<file path="src/rtl/mem_bus_ctrl_pkg.sv">
`default_nettype none
// ============================================================================
// Module  : mem_bus_ctrl_pkg
// Purpose : Shared type codes and helpers for the memory bus sequencer.
//           mem_size_t  - access width code carried from core to bus
//           bus_state_t - sequencer state encoding
//           is_misaligned() - alignment rule for a given width/offset
// Revision: 1.0 - initial release
// ============================================================================
package mem_bus_ctrl_pkg;

    typedef enum logic [1:0] {
        SIZE_BYTE = 2'd0,
        SIZE_HALF = 2'd1,
        SIZE_WORD = 2'd2
    } mem_size_t;

    typedef enum logic [1:0] {
        IDLE = 2'd0,
        BUS  = 2'd1,
        RESP = 2'd2
    } bus_state_t;

    // The timeout counter is never narrower than this.
    localparam int c_cnt_min_w = 8;

    // Bytes are always aligned; halves need addr[0]=0; words (and the
    // unused code 3, which behaves as a word) need addr[1:0]=0.
    function automatic logic is_misaligned(input mem_size_t size,
                                           input logic [1:0] addr_lo);
        logic r;
        case (size)
            SIZE_BYTE: r = 1'b0;
            SIZE_HALF: r = addr_lo[0];
            default:   r = (addr_lo != 2'b00);
        endcase
        return r;
    endfunction

endpackage
`default_nettype wire

</file>
<file path="src/rtl/mem_bus_ctrl_align.sv">
`default_nettype none
// ============================================================================
// Module  : mem_lane_align
// Purpose : Combinational byte-lane steering for a 32-bit little-endian bus.
//           i_size, i_addr_lo -> o_byteenable
//           i_wdata           -> o_writedata (value replicated into all lanes)
//           i_rdata           -> o_rdata_ext (lane extracted, sign/zero ext.)
//           i_sign_ext selects sign extension for byte/half loads.
// Revision: 1.0 - initial release
// ============================================================================
module mem_lane_align
    import mem_bus_ctrl_pkg::*;
(
    input  mem_size_t   i_size,
    input  logic [1:0]  i_addr_lo,
    input  logic        i_sign_ext,
    input  logic [31:0] i_wdata,
    input  logic [31:0] i_rdata,
    output logic [3:0]  o_byteenable,
    output logic [31:0] o_writedata,
    output logic [31:0] o_rdata_ext
);

    // Addressed lane moved down to bit 0; for words the offset is 0.
    logic [31:0] w_rshift;
    assign w_rshift = i_rdata >> {i_addr_lo, 3'b000};

    always_comb begin
        o_byteenable = 4'b1111;
        o_writedata  = i_wdata;
        o_rdata_ext  = w_rshift;
        case (i_size)
            SIZE_BYTE: begin
                o_byteenable = 4'b0001 << i_addr_lo;
                o_writedata  = {4{i_wdata[7:0]}};
                o_rdata_ext  = {{24{i_sign_ext & w_rshift[7]}}, w_rshift[7:0]};
            end
            SIZE_HALF: begin
                o_byteenable = i_addr_lo[1] ? 4'b1100 : 4'b0011;
                o_writedata  = {2{i_wdata[15:0]}};
                o_rdata_ext  = {{16{i_sign_ext & w_rshift[15]}}, w_rshift[15:0]};
            end
            default: begin
            end
        endcase
    end

endmodule
`default_nettype wire

</file>
<file path="src/rtl/mem_bus_ctrl.sv">
`default_nettype none
// ============================================================================
// Module  : mem_bus_ctrl
// Purpose : Avalon-MM master sequencer for core load/store requests.
//           IDLE -> BUS -> RESP -> IDLE; holds the bus request through
//           waitrequest and returns lane-aligned, extended load data.
// Ports   : clk, reset_n_i (async, active-low)
//           core side : req_i we_i size_i sign_ext_i addr_i wdata_i ->
//                       stall_o done_o rdata_o misalign_o err_o
//           bus side  : address_o read_o write_o byteenable_o writedata_o,
//                       waitrequest_i readdata_i
// Config  : MEM_BUS_TIMEOUT_EN - when defined, aborts a bus access after
//           TIMEOUT_CYCLES consecutive waitrequest cycles and pulses err_o.
//           When undefined the bus waits indefinitely and err_o is 0.
// Revision: 1.0 - initial release
// ============================================================================
module mem_bus_ctrl
    import mem_bus_ctrl_pkg::*;
#(
    parameter int TIMEOUT_CYCLES = 255
)
(
    input  logic        clk,
    input  logic        reset_n_i,
    input  logic        req_i,
    input  logic        we_i,
    input  logic [1:0]  size_i,
    input  logic        sign_ext_i,
    input  logic [31:0] addr_i,
    input  logic [31:0] wdata_i,
    output logic        stall_o,
    output logic        done_o,
    output logic [31:0] rdata_o,
    output logic        misalign_o,
    output logic        err_o,
    output logic [31:0] address_o,
    output logic        read_o,
    output logic        write_o,
    input  logic        waitrequest_i,
    output logic [3:0]  byteenable_o,
    output logic [31:0] writedata_o,
    input  logic [31:0] readdata_i
);

    bus_state_t  r_state;
    bus_state_t  w_state_nxt;

    logic [31:0] r_addr;
    logic [31:0] r_wdata;
    logic [31:0] r_rdata;
    mem_size_t   r_size;
    logic        r_sign;
    logic        r_we;

    logic        w_misaligned;
    logic        w_accept;
    logic        w_xfer_done;
    logic        w_timeout;
    logic [3:0]  w_be;
    logic [31:0] w_wd;
    logic [31:0] w_rext;

    assign w_misaligned = is_misaligned(mem_size_t'(size_i), addr_i[1:0]);
    assign w_accept     = (r_state == IDLE) && req_i && !w_misaligned;
    assign w_xfer_done  = (r_state == BUS) && !waitrequest_i;

    // Lane steering always works from the latched request so the bus
    // outputs stay stable while the core changes its inputs.
    mem_lane_align u_align (
        .i_size       (r_size),
        .i_addr_lo    (r_addr[1:0]),
        .i_sign_ext   (r_sign),
        .i_wdata      (r_wdata),
        .i_rdata      (readdata_i),
        .o_byteenable (w_be),
        .o_writedata  (w_wd),
        .o_rdata_ext  (w_rext)
    );

`ifdef MEM_BUS_TIMEOUT_EN
    localparam int c_limit = (TIMEOUT_CYCLES < 1) ? 1 : TIMEOUT_CYCLES;
    localparam int c_cnt_w = ($clog2(c_limit + 1) > c_cnt_min_w) ?
                             $clog2(c_limit + 1) : c_cnt_min_w;

    logic [c_cnt_w-1:0] r_wait_cnt;
    logic               r_err;

    // The abort fires on the c_limit-th consecutive waitrequest cycle; the
    // FSM leaves BUS on that edge and err_o pulses in the following cycle,
    // when read/write are already low.
    assign w_timeout = (r_state == BUS) && waitrequest_i &&
                       (r_wait_cnt == c_cnt_w'(c_limit - 1));

    always_ff @(posedge clk or negedge reset_n_i) begin
        if (!reset_n_i) begin
            r_wait_cnt <= '0;
            r_err      <= 1'b0;
        end else begin
            r_err <= w_timeout;
            if (w_accept) begin
                r_wait_cnt <= '0;
            end else if ((r_state == BUS) && waitrequest_i) begin
                r_wait_cnt <= r_wait_cnt + 1'b1;
            end
        end
    end

    assign err_o = r_err;
`else
    localparam int c_unused_timeout = TIMEOUT_CYCLES;
    assign w_timeout = 1'b0;
    assign err_o     = 1'b0;
`endif

    // ---------------------------------------------------------------- FSM
    always_ff @(posedge clk or negedge reset_n_i) begin
        if (!reset_n_i) begin
            r_state <= IDLE;
        end else begin
            r_state <= w_state_nxt;
        end
    end

    always_comb begin
        w_state_nxt  = r_state;
        stall_o      = 1'b0;
        done_o       = 1'b0;
        misalign_o   = 1'b0;
        read_o       = 1'b0;
        write_o      = 1'b0;
        address_o    = '0;
        byteenable_o = '0;
        writedata_o  = '0;
        case (r_state)
            IDLE: begin
                stall_o    = w_accept;
                misalign_o = req_i && w_misaligned;
                if (w_accept) begin
                    w_state_nxt = BUS;
                end
            end
            BUS: begin
                stall_o      = 1'b1;
                read_o       = !r_we;
                write_o      = r_we;
                address_o    = {r_addr[31:2], 2'b00};
                byteenable_o = w_be;
                writedata_o  = w_wd;
                if (w_timeout) begin
                    w_state_nxt = IDLE;
                end else if (w_xfer_done) begin
                    w_state_nxt = RESP;
                end
            end
            RESP: begin
                done_o      = 1'b1;
                w_state_nxt = IDLE;
            end
            default: begin
                w_state_nxt = IDLE;
            end
        endcase
    end

    // ----------------------------------------------------- request latches
    always_ff @(posedge clk or negedge reset_n_i) begin
        if (!reset_n_i) begin
            r_addr  <= '0;
            r_wdata <= '0;
            r_rdata <= '0;
            r_size  <= SIZE_BYTE;
            r_sign  <= 1'b0;
            r_we    <= 1'b0;
        end else begin
            if (w_accept) begin
                r_addr  <= addr_i;
                r_wdata <= wdata_i;
                r_size  <= mem_size_t'(size_i);
                r_sign  <= sign_ext_i;
                r_we    <= we_i;
            end
            // Load data is captured on the accepting bus cycle so it is
            // already visible in RESP alongside done_o.
            if (w_xfer_done && !r_we) begin
                r_rdata <= w_rext;
            end
        end
    end

    assign rdata_o = r_rdata;

endmodule
`default_nettype wire

</file>
<file path="config.mk">
export PLATFORM = sky130hd
export DESIGN_NAME = mem_bus_ctrl
export DESIGN_NICKNAME = d
export VERILOG_FILES = /design/src/rtl/mem_bus_ctrl_pkg.sv /design/src/rtl/mem_bus_ctrl_align.sv /design/src/rtl/mem_bus_ctrl.sv
export SDC_FILE = /design/constraint.sdc
export NUM_CORES = 1
export LEC_CHECK = 0
export ABC_AREA = 1
export CORE_MARGIN = 5
export CORE_UTILIZATION = 41
export DETAILED_ROUTE_END_ITERATION = 12
export PLACE_DENSITY_LB_ADDON = 0.25
export SYNTH_ARGS = -nofsm -noshare
export SYNTH_HDL_FRONTEND = slang
export SYNTH_HIERARCHICAL = 1
export SYNTH_SLANG_ARGS = --single-unit
export TNS_END_PERCENT = 5
</file>
<file path="constraint.sdc">
create_clock -name clk -period 1.7 [get_ports clk]
set_clock_uncertainty 0.2 [all_clocks]
set_input_delay 0.34 -clock clk [delete_from_list [all_inputs] [get_ports clk]]
set_output_delay 0.34 -clock clk [all_outputs]
set_load 0.01 [all_outputs]
</file>
==> flow_summary.toml, run 1 <==
[run_status]
status = "complete, but fails checks"
failed_checks = "negative setup slack"

[synth]
syn_area_um2 = 5870
yosys.cell_types.count = 23
yosysWarnings = 6
avgSynthCellArea_um2 = 6.88
syn_inst = 853
synth_seq_area_share_pct = 43.5
ys_seq_elements = 102

[clocking]
cts_root_buffer = "clkbuf_16"
clk-insertion-delay-late_ns = 0.35
clockBufferDepth = 2
cts.clk_slew.worst_paths_ns = 0.07
cts.sinks = 102
cts_made_buffers = 9
cts_tree = "built"
h-tree-depth = 3

[cells_and_area]
mostFrequentLayoutCells = "338 x nand2_1, 128 x nand3_1, 102 x clkdlybuf4s50_1"
final_common_cell = "nand2_1"
instances_no_fill = 1244
drive_gt1_share_pct = 16.4
diodes = 0
area_growth_pct = 43.1
final_nets = 1163
final_util_pct = 60.3
stdcell_area_um2 = 8400
fillers = 1381

[setup_path]
critical_path_class = "reg -> out"
crit_path_start = "r_size[0]"
cpMostUsedCell = "buf_6"
endpoint_kind = "output pin"
r2r.worst_path.cells = 8
crit_buf_inv = 4
cp_max_fo = 7
cp_data_arrival_time_ns = 1.57
critPathLaunchType = "flop"
r2r-end = "rdata_o[19]"
path_cells = "buf_6 -> nor2_8 -> buf_6 -> nand2_4 -> nand3_2 -> inv_2 -> nor2_2 -> buf_2"
cp.required_ns = 1.16
rr_startpoint = "r_size[1]"
crit_slowest_cell = "dfrtp_1"
r2r_slack_ns = -0.03
critPathTopFamily = "buffers and inverters"
max_stage_delay_ns = 0.39

[global_routing]
antenna_found_initial = 0
grt_max_degree = 65
grt_use_total_pct = 21.5
grt-ovfl-total = 0
grt_pass1_wl_um = 28600
grt_pass1_vias = 5585

[floorplanning]
die_h_um = 130
core_um2 = 13900
io_pins = 210
die_w_um = 130
dieArea_um2 = 16800
num_rows = 43
initial_utilization_pct = 42.1

[sta]
fmax_mhz = 475
finalCritPeriodShare_pct = 124
slew_violations = 0
final_hold_viol_count = 0
min_period_ns = 2.11
setup_ws_ns = -0.405
tns_ns = -19.02
rsz0062_at_grt = "true"
final-setup-viol-count = 86

[power_and_ir_drop]
powerDensity_nw_per_um2 = 1280
ir_drop_mv = 0.628
fin_total_pwr_mw = 10.7
leakagePower_nw = 4.76

[routing]
vias = 6053
drt_iter0_drc = 428
postRouteAntennaNets = 0
remaining_drc_errors = 0
first_pass_iters = 4
wl_um = 18300
viasPerCell = 4.87
routedWlPerCell_um = 14.7

[flow_run]
cap_violations = 0

[placement]
dpl.cell_count = 1221
io_buffers = 206
place_congestion = 0.909
detailed_place.area_um2 = 8170
dpl.hpwl_um = 12800

[min_path]
hold_class = "in -> async"
-- per-layer routing --
layer	vias to the layer above	GRT usage (%)	share of wire (%)
met3	22	6.18	8.3
met2	233	34.0	48
met4	0	6.11	1.9
met5	-	0	0
met1	2790	28.8	42
li1	3008	-	-
-- registers in the layout, indices dropped and copies added (netlist names) --
name and cells:
rdata_o 32, r_state 2, r_wdata 32, r_size 2, r_we 1, r_addr 32, r_sign 1
-- logic make-up after synthesis --
kind of cell	count (synthesis)	share of synthesized area, %
AOI/OAI and AO/OA	21	2.13
and+or+nand+nor	576	41.6
other	1	0.0639
buffers and inverters	153	12.7
DFF	102	43.5
-- how the worst max path moves through the flow --
stage	end	slack [ns]	cells after the start
after floorplan	writedata_o[18]	-0.01	7
after global placement	misalign_o	-0.57	6
after detailed placement	misalign_o	-0.58	6
after CTS	writedata_o[30]	-0.42	8
after global routing	writedata_o[24]	-0.49	8
final	writedata_o[30]	-0.41	8
-- stage by stage --
stage / setup slack (ns) / hold slack (ns)
after CTS: -0.423 / 0.158
final: -0.405 / 0.162
after detailed placement: -0.578 / -0.00921
after global placement: -0.569 / -0.0104
after floorplan: -0.0125 / -0.156
after global routing: -0.491 / 0.164
-- repair_timing --
item	in CTS	in global routing
buffers inserted	5	1
endpoints found under the setup margin	195	169
resized for setup	295	34
pin swaps	19	12
gates cloned	0	0
hold endpoints to repair	102	0
hold buffers	1	0
-- Yosys cell counts --
cell      count  share of area, %
a22oi_1       7              0.90
buf_1         1             0.064
buf_2        21               1.8
buf_4        15               1.9
buf_6        12               2.3
clkbuf_1     14              0.90
conb_1        1             0.064
dfrtp_1     102                43
inv_1        85               5.4
inv_2         5              0.32
nand2_1     344                22
nand2_2       7              0.75
nand2_4       2              0.38
nand3_1     132                11
nand3_2       4              0.68
nor2_1       78               5.0
nor2_2        3              0.32
nor2_4        4              0.77
nor2_8        1              0.34
nor3_1        1             0.085
o211ai_1      1              0.13
o21ai_0      12               1.0
o21ai_1       1             0.085
-- cell type report --
cell class	instances	area, µm²	area share [%]
inverters	90	340	4.05
clock inverters	5	83.8	0.998
multi-input cells	600	2660	31.6
repair buffers	256	2300	27.4
flip-flops and latches	102	2550	30.4
clock buffers	11	233	2.77
well taps	180	225	2.68
-- report_power, final --
group          internal, mW  total [mW]  switching [mW]
Clock                  1.29        2.22           0.925
Sequential             3.19        3.71           0.516
Combinational          2.06        4.79            2.74
Total                  6.55        10.7            4.18
Power figures use the tool's default switching activity.
==> run 2: changes to the inputs <==
--- a/config.mk
+++ b/config.mk
@@ -6,6 +6,7 @@
 export NUM_CORES = 1
 export LEC_CHECK = 0
 export ABC_AREA = 1
+export CORE_ASPECT_RATIO = 1.1
 export CORE_MARGIN = 5
 export CORE_UTILIZATION = 41
 export DETAILED_ROUTE_END_ITERATION = 12
==> run 2 against run 1 <==
Compared with the run above:
- sequential share of layout area down 0.17 points
- non-clock buffer count down 1
- clock power down 5%
- routed wire length about the same
- sequential cell count unchanged
- register-to-register slack worse by 0.28 ns
- the run still ends with negative setup slack left
- hold slack better by 0.10 ns
- final area up 0.63%
- worst setup slack worse by 0.0011 ns
- first-iteration DRC count up 18%
==> flow_summary.toml, run 2 (synthesized netlist as in run 1, its figures left out) <==
[run_status]
status = "complete, but fails checks"
failed_checks = "negative setup slack"

[cells_and_area]
instances_no_fill = 1252
final_nets = 1163
drive_gt1_share_pct = 19.9
final_common_cell = "nand2_1"
area_growth_pct = 44.0
mostFrequentLayoutCells = "331 x nand2_1, 125 x nand3_1, 102 x clkdlybuf4s50_1"
diodes = 0
stdcell_area_um2 = 8450

[routing]
routedWlPerCell_um = 14.6
remaining_drc_errors = 0
drt_iter0_drc = 505
postRouteAntennaNets = 0
wl_um = 18300
vias = 6005
first_pass_iters = 5
viasPerCell = 4.80

[setup_path]
cp_data_arrival_time_ns = 1.57
crit_buf_inv = 4
critPathTopFamily = "flip-flops"
cp_max_fo = 8
critical_path_class = "reg -> out"
crit_slowest_cell = "dfrtp_2"
endpoint_kind = "output pin"
critPathLaunchType = "flop"
cp.required_ns = 1.16
max_stage_delay_ns = 0.44
path_cells = "buf_12 -> nor2_4 -> inv_4 -> nand2_2 -> nand2_2 -> inv_2 -> nor2_4 -> buf_6"

[clocking]
cts.clk_slew.worst_paths_ns = 0.07
clockBufferDepth = 2
h-tree-depth = 3
cts_root_buffer = "clkbuf_16"
clk-insertion-delay-late_ns = 0.35
cts.sinks = 102
cts_tree = "built"
cts_made_buffers = 9

[sta]
slew_violations = 0
rsz0062_at_grt = "true"
min_period_ns = 2.11
setup_ws_ns = -0.406
hold_ws_ns = 0.266
tns_ns = -22.35
final-setup-viol-count = 94
final_hold_viol_count = 0
finalCritPeriodShare_pct = 124
fmax_mhz = 475

[power_and_ir_drop]
leakagePower_nw = 4.73
ir_drop_mv = 0.574
fin_total_pwr_mw = 10.7
powerDensity_nw_per_um2 = 1270

[floorplanning]
die_h_um = 135
initial_utilization_pct = 42.2
die_w_um = 124
io_pins = 210
dieArea_um2 = 16800
num_rows = 45
core_um2 = 13900

[min_path]
hold_class = "reg -> reg"

[placement]
place_congestion = 0.933
dpl.hpwl_um = 12900
detailed_place.area_um2 = 8140
dpl.cell_count = 1228
io_buffers = 206

[global_routing]
grt-ovfl-total = 0
grt_use_total_pct = 21.2
grt_pass1_wl_um = 28200
grt_pass1_vias = 5720
grt_max_degree = 70
antenna_found_initial = 0

[flow_run]
cap_violations = 0
==> run 2: cell count changes in the layout (fill, tap and decap cells not counted), sizes merged <==
cell | before | now
nor2 | 86 | 87
clkinv | 1 | 2
dlygate4sd2 | 42 | 32
buf | 100 | 109
bufinv | 2 | 1
==> run 2: tightest hold or removal path: cells and delay by family (launching register included) <==
kind / cells / cell delay, ns
simple gates: 2 / 0.10
flops: 1 / 0.34
==> run 2: stage by stage <==
step           setup slack [ns]  util (%)
2_1_floorplan           -0.0125         -
3_3_place_gp             -0.569      58.6
3_5_place_dp             -0.581      58.6
4_1_cts                  -0.432      60.3
5_1_grt                  -0.496      60.8
6_report                 -0.406      60.8
==> run 2: area by class of cell <==
class / count / area (µm²)
fillers: 1359 / 5460
multi-input cells: 601 / 2750
flip-flops and latches: 102 / 2560
repair buffers: 255 / 2270
inverters: 90 / 340
clock buffers: 11 / 243
well taps: 188 / 235
clock inverters: 5 / 58.8
==> run 2: what timing repair did <==
action,4_1_cts,5_1_grt
hold buffers,1,0
cloned,1,1
hold endpoints to repair,102,0
endpoints found under the setup margin,196,138
buffers inserted,4,2
pin swaps,16,11
gates resized for setup,283,112
==> run 2: report_power, final <==
group          leakage (nW)  switching (mW)  internal, mW
Clock                 0.142           0.937          1.18
Sequential             1.29           0.509          3.19
Combinational          3.30            2.81          2.09
Total                  4.73            4.25          6.47
==> run 2: per-layer routing <==
layer  share of wire [%]  up-vias  global-route usage, %
li1                    -     3008                      -
met1                  41     2770                   26.3
met2                  49      205                   35.9
met3                 8.4       22                   5.72
met4                 1.8        0                   6.57
met5                   0        -                      0
==> run 2: final timing paths <==
check                                       end   startpoint  slack (ns)  cells past startpoint
worst max-delay path            writedata_o[13]    r_size[0]       -0.41                      8
worst min-delay path                rdata_o[16]  rdata_o[16]        0.27                      2
worst max register to register      rdata_o[19]    r_size[0]       -0.31                     10
worst min register to register      rdata_o[16]  rdata_o[16]        0.27                      2
max in group asynchronous            r_wdata[9]    reset_n_i        0.57                      3
min in group asynchronous            r_addr[27]    reset_n_i        0.33                      3
==> run 3: changes to the inputs <==
--- a/config.mk
+++ b/config.mk
@@ -8,9 +8,9 @@
 export ABC_AREA = 1
 export CORE_ASPECT_RATIO = 1.1
 export CORE_MARGIN = 5
-export CORE_UTILIZATION = 41
+export CORE_UTILIZATION = 23
 export DETAILED_ROUTE_END_ITERATION = 12
-export PLACE_DENSITY_LB_ADDON = 0.25
+export PLACE_DENSITY = 0.55
 export SYNTH_ARGS = -nofsm -noshare
 export SYNTH_HDL_FRONTEND = slang
 export SYNTH_HIERARCHICAL = 1
==> run 3 against run 2 <==
Compared with the run above:
- the flow still finishes with violations (negative setup slack)
- utilization is 26 points lower
- sequential share of layout area is 1.1 points lower
- combinational power increased by 4.5%
- global-route usage decreased by 6.8 points
- register-to-register slack improved by 0.08 ns
- maximum frequency is 1.2% lower
- total power rose by 4.5%
- routed wire length increased by 15%
- worst setup slack got worse by 0.025 ns
- sequential power about the same
- sequential cell count unchanged
- critical endpoint is now writedata_o[12]
- largest cell class unchanged
- highest routed layer unchanged
==> flow_summary.toml, run 3 (synthesized netlist as in run 1, its figures left out) <==
[global_routing]
grt_pass1_vias = 5984
antenna_found_initial = 0
grt_pass1_wl_um = 33100
grt-ovfl-total = 0
grt_max_degree = 41
grt_use_total_pct = 14.5

[clocking]
cts_tree = "built"
cts_made_buffers = 9
clk-insertion-delay-late_ns = 0.35
h-tree-depth = 3
cts.sinks = 102
cts.clk_slew.worst_paths_ns = 0.07
clockBufferDepth = 2
cts_root_buffer = "clkbuf_16"

[power_and_ir_drop]
fin_total_pwr_mw = 11.2
ir_drop_mv = 0.428
powerDensity_nw_per_um2 = 1280
leakagePower_nw = 4.86

[setup_path]
cp.required_ns = 1.16
cp_data_arrival_time_ns = 1.59
endpoint_kind = "output pin"
cp_max_fo = 8
critical_path_class = "reg -> out"
critPathLaunchType = "flop"

[sta]
fmax_mhz = 469
tightestPinTransition_ns = 0.714
finalCritPeriodShare_pct = 125
setup_ws_ns = -0.431
final-setup-viol-count = 102
slew_violations = 0
min_period_ns = 2.13
relSlewSlack_pct = 52.3
rsz0062_at_grt = "true"
final_hold_viol_count = 0

[routing]
wl_um = 21100
drt_iter0_drc = 374
dr_wl_met3_um = 1550
top_layer = "met4"
postRouteAntennaNets = 0
met2_length_um = 9600
viasPerCell = 4.36
first_pass_iters = 5
vias = 6072
remaining_drc_errors = 0
met1_length_um = 9670
routedWlPerCell_um = 15.2

[cells_and_area]
drive_gt1_share_pct = 20.8
stdcell_area_um2 = 8760
area_growth_pct = 49.2
diodes = 0
instances_no_fill = 1394
final_nets = 1178
final_common_cell = "nand2_1"
mostFrequentLayoutCells = "329 x nand2_1, 127 x nand3_1, 102 x clkdlybuf4s50_1"
fillers = 2787

[floorplanning]
dieArea_um2 = 28800
num_rows = 61
core_um2 = 25200
io_pins = 210
initial_utilization_pct = 23.3
die_h_um = 178
die_w_um = 162

[min_path]
hold_class = "in -> async"

[placement]
dpl.hpwl_um = 15000
io_buffers = 206
place_congestion = 0.850
detailed_place.area_um2 = 8410
dpl.cell_count = 1366

[flow_run]
cap_violations = 0

[run_status]
failed_checks = "negative setup slack"
status = "complete, but fails checks"
-- run 3: routing by layer --
layer / GRT usage, % / vias to the layer above
met5: 0 / -
met4: 3.31 / 0
met3: 4.04 / 18
met2: 23.1 / 189
met1: 19.6 / 2827
li1: - / 3038
-- run 3: path summary, 6_finish.rpt --
check                                  endpoint  cells after the start        from  slack [ns]
worst min register to register       rdata_o[3]                      2  rdata_o[3]        0.27
min in group clk                     rdata_o[3]                      2  rdata_o[3]        0.27
worst max-delay path            writedata_o[12]                      9   r_size[0]       -0.43
worst min-delay path                 rdata_o[5]                      2   reset_n_i        0.25
worst max register to register      rdata_o[19]                     10   r_size[0]       -0.23
max in group asynchronous             r_size[1]                      3   reset_n_i        0.54
-- run 3: report_power, final --
part           internal, mW  switching (mW)  total, mW
Combinational          2.21            2.92       5.12
Sequential             3.19           0.527       3.72
Clock                  1.35            1.02       2.36
-- run 3: worst max-delay path: stages (launching register included) --
cell     delay, ns
dfrtp_2       0.44
buf_12        0.14
nor2_4        0.12
buf_6         0.15
inv_8         0.06
nand2_1       0.05
nand2_1       0.06
inv_1         0.05
nor2_1        0.04
buf_2         0.13
-- run 3: cell type report --
type | instances | area, µm² | share of cell area [%]
multi-input cells | 601 | 2750 | 31.4
flip-flops and latches | 102 | 2560 | 29.2
repair buffers | 270 | 2380 | 27.2
well taps | 315 | 394 | 4.50
inverters | 90 | 345 | 3.94
clock buffers | 10 | 239 | 2.73
clock inverters | 6 | 91.3 | 1.04
-- run 3: what timing repair did --
item,in CTS,in global routing
pin swaps,18,6
hold buffers,1,0
buffers inserted,9,0
gates cloned,2,0
hold endpoints to repair,16,0
setup endpoints to repair,176,171
resized for setup,355,45
-- run 3: metrics by stage --
step	util (%)	worst slack, ns	hold WS, ns	TNS (ns)
floorplan	-	-0.0125	-0.156	-0.0751
global placement	33.4	-0.602	0.0792	-60.45
detailed placement	33.4	-0.571	0.0800	-59.93
CTS	34.3	-0.435	0.245	-26.39
global route	34.8	-0.558	0.266	-35.11
finish	34.8	-0.431	0.248	-22.61
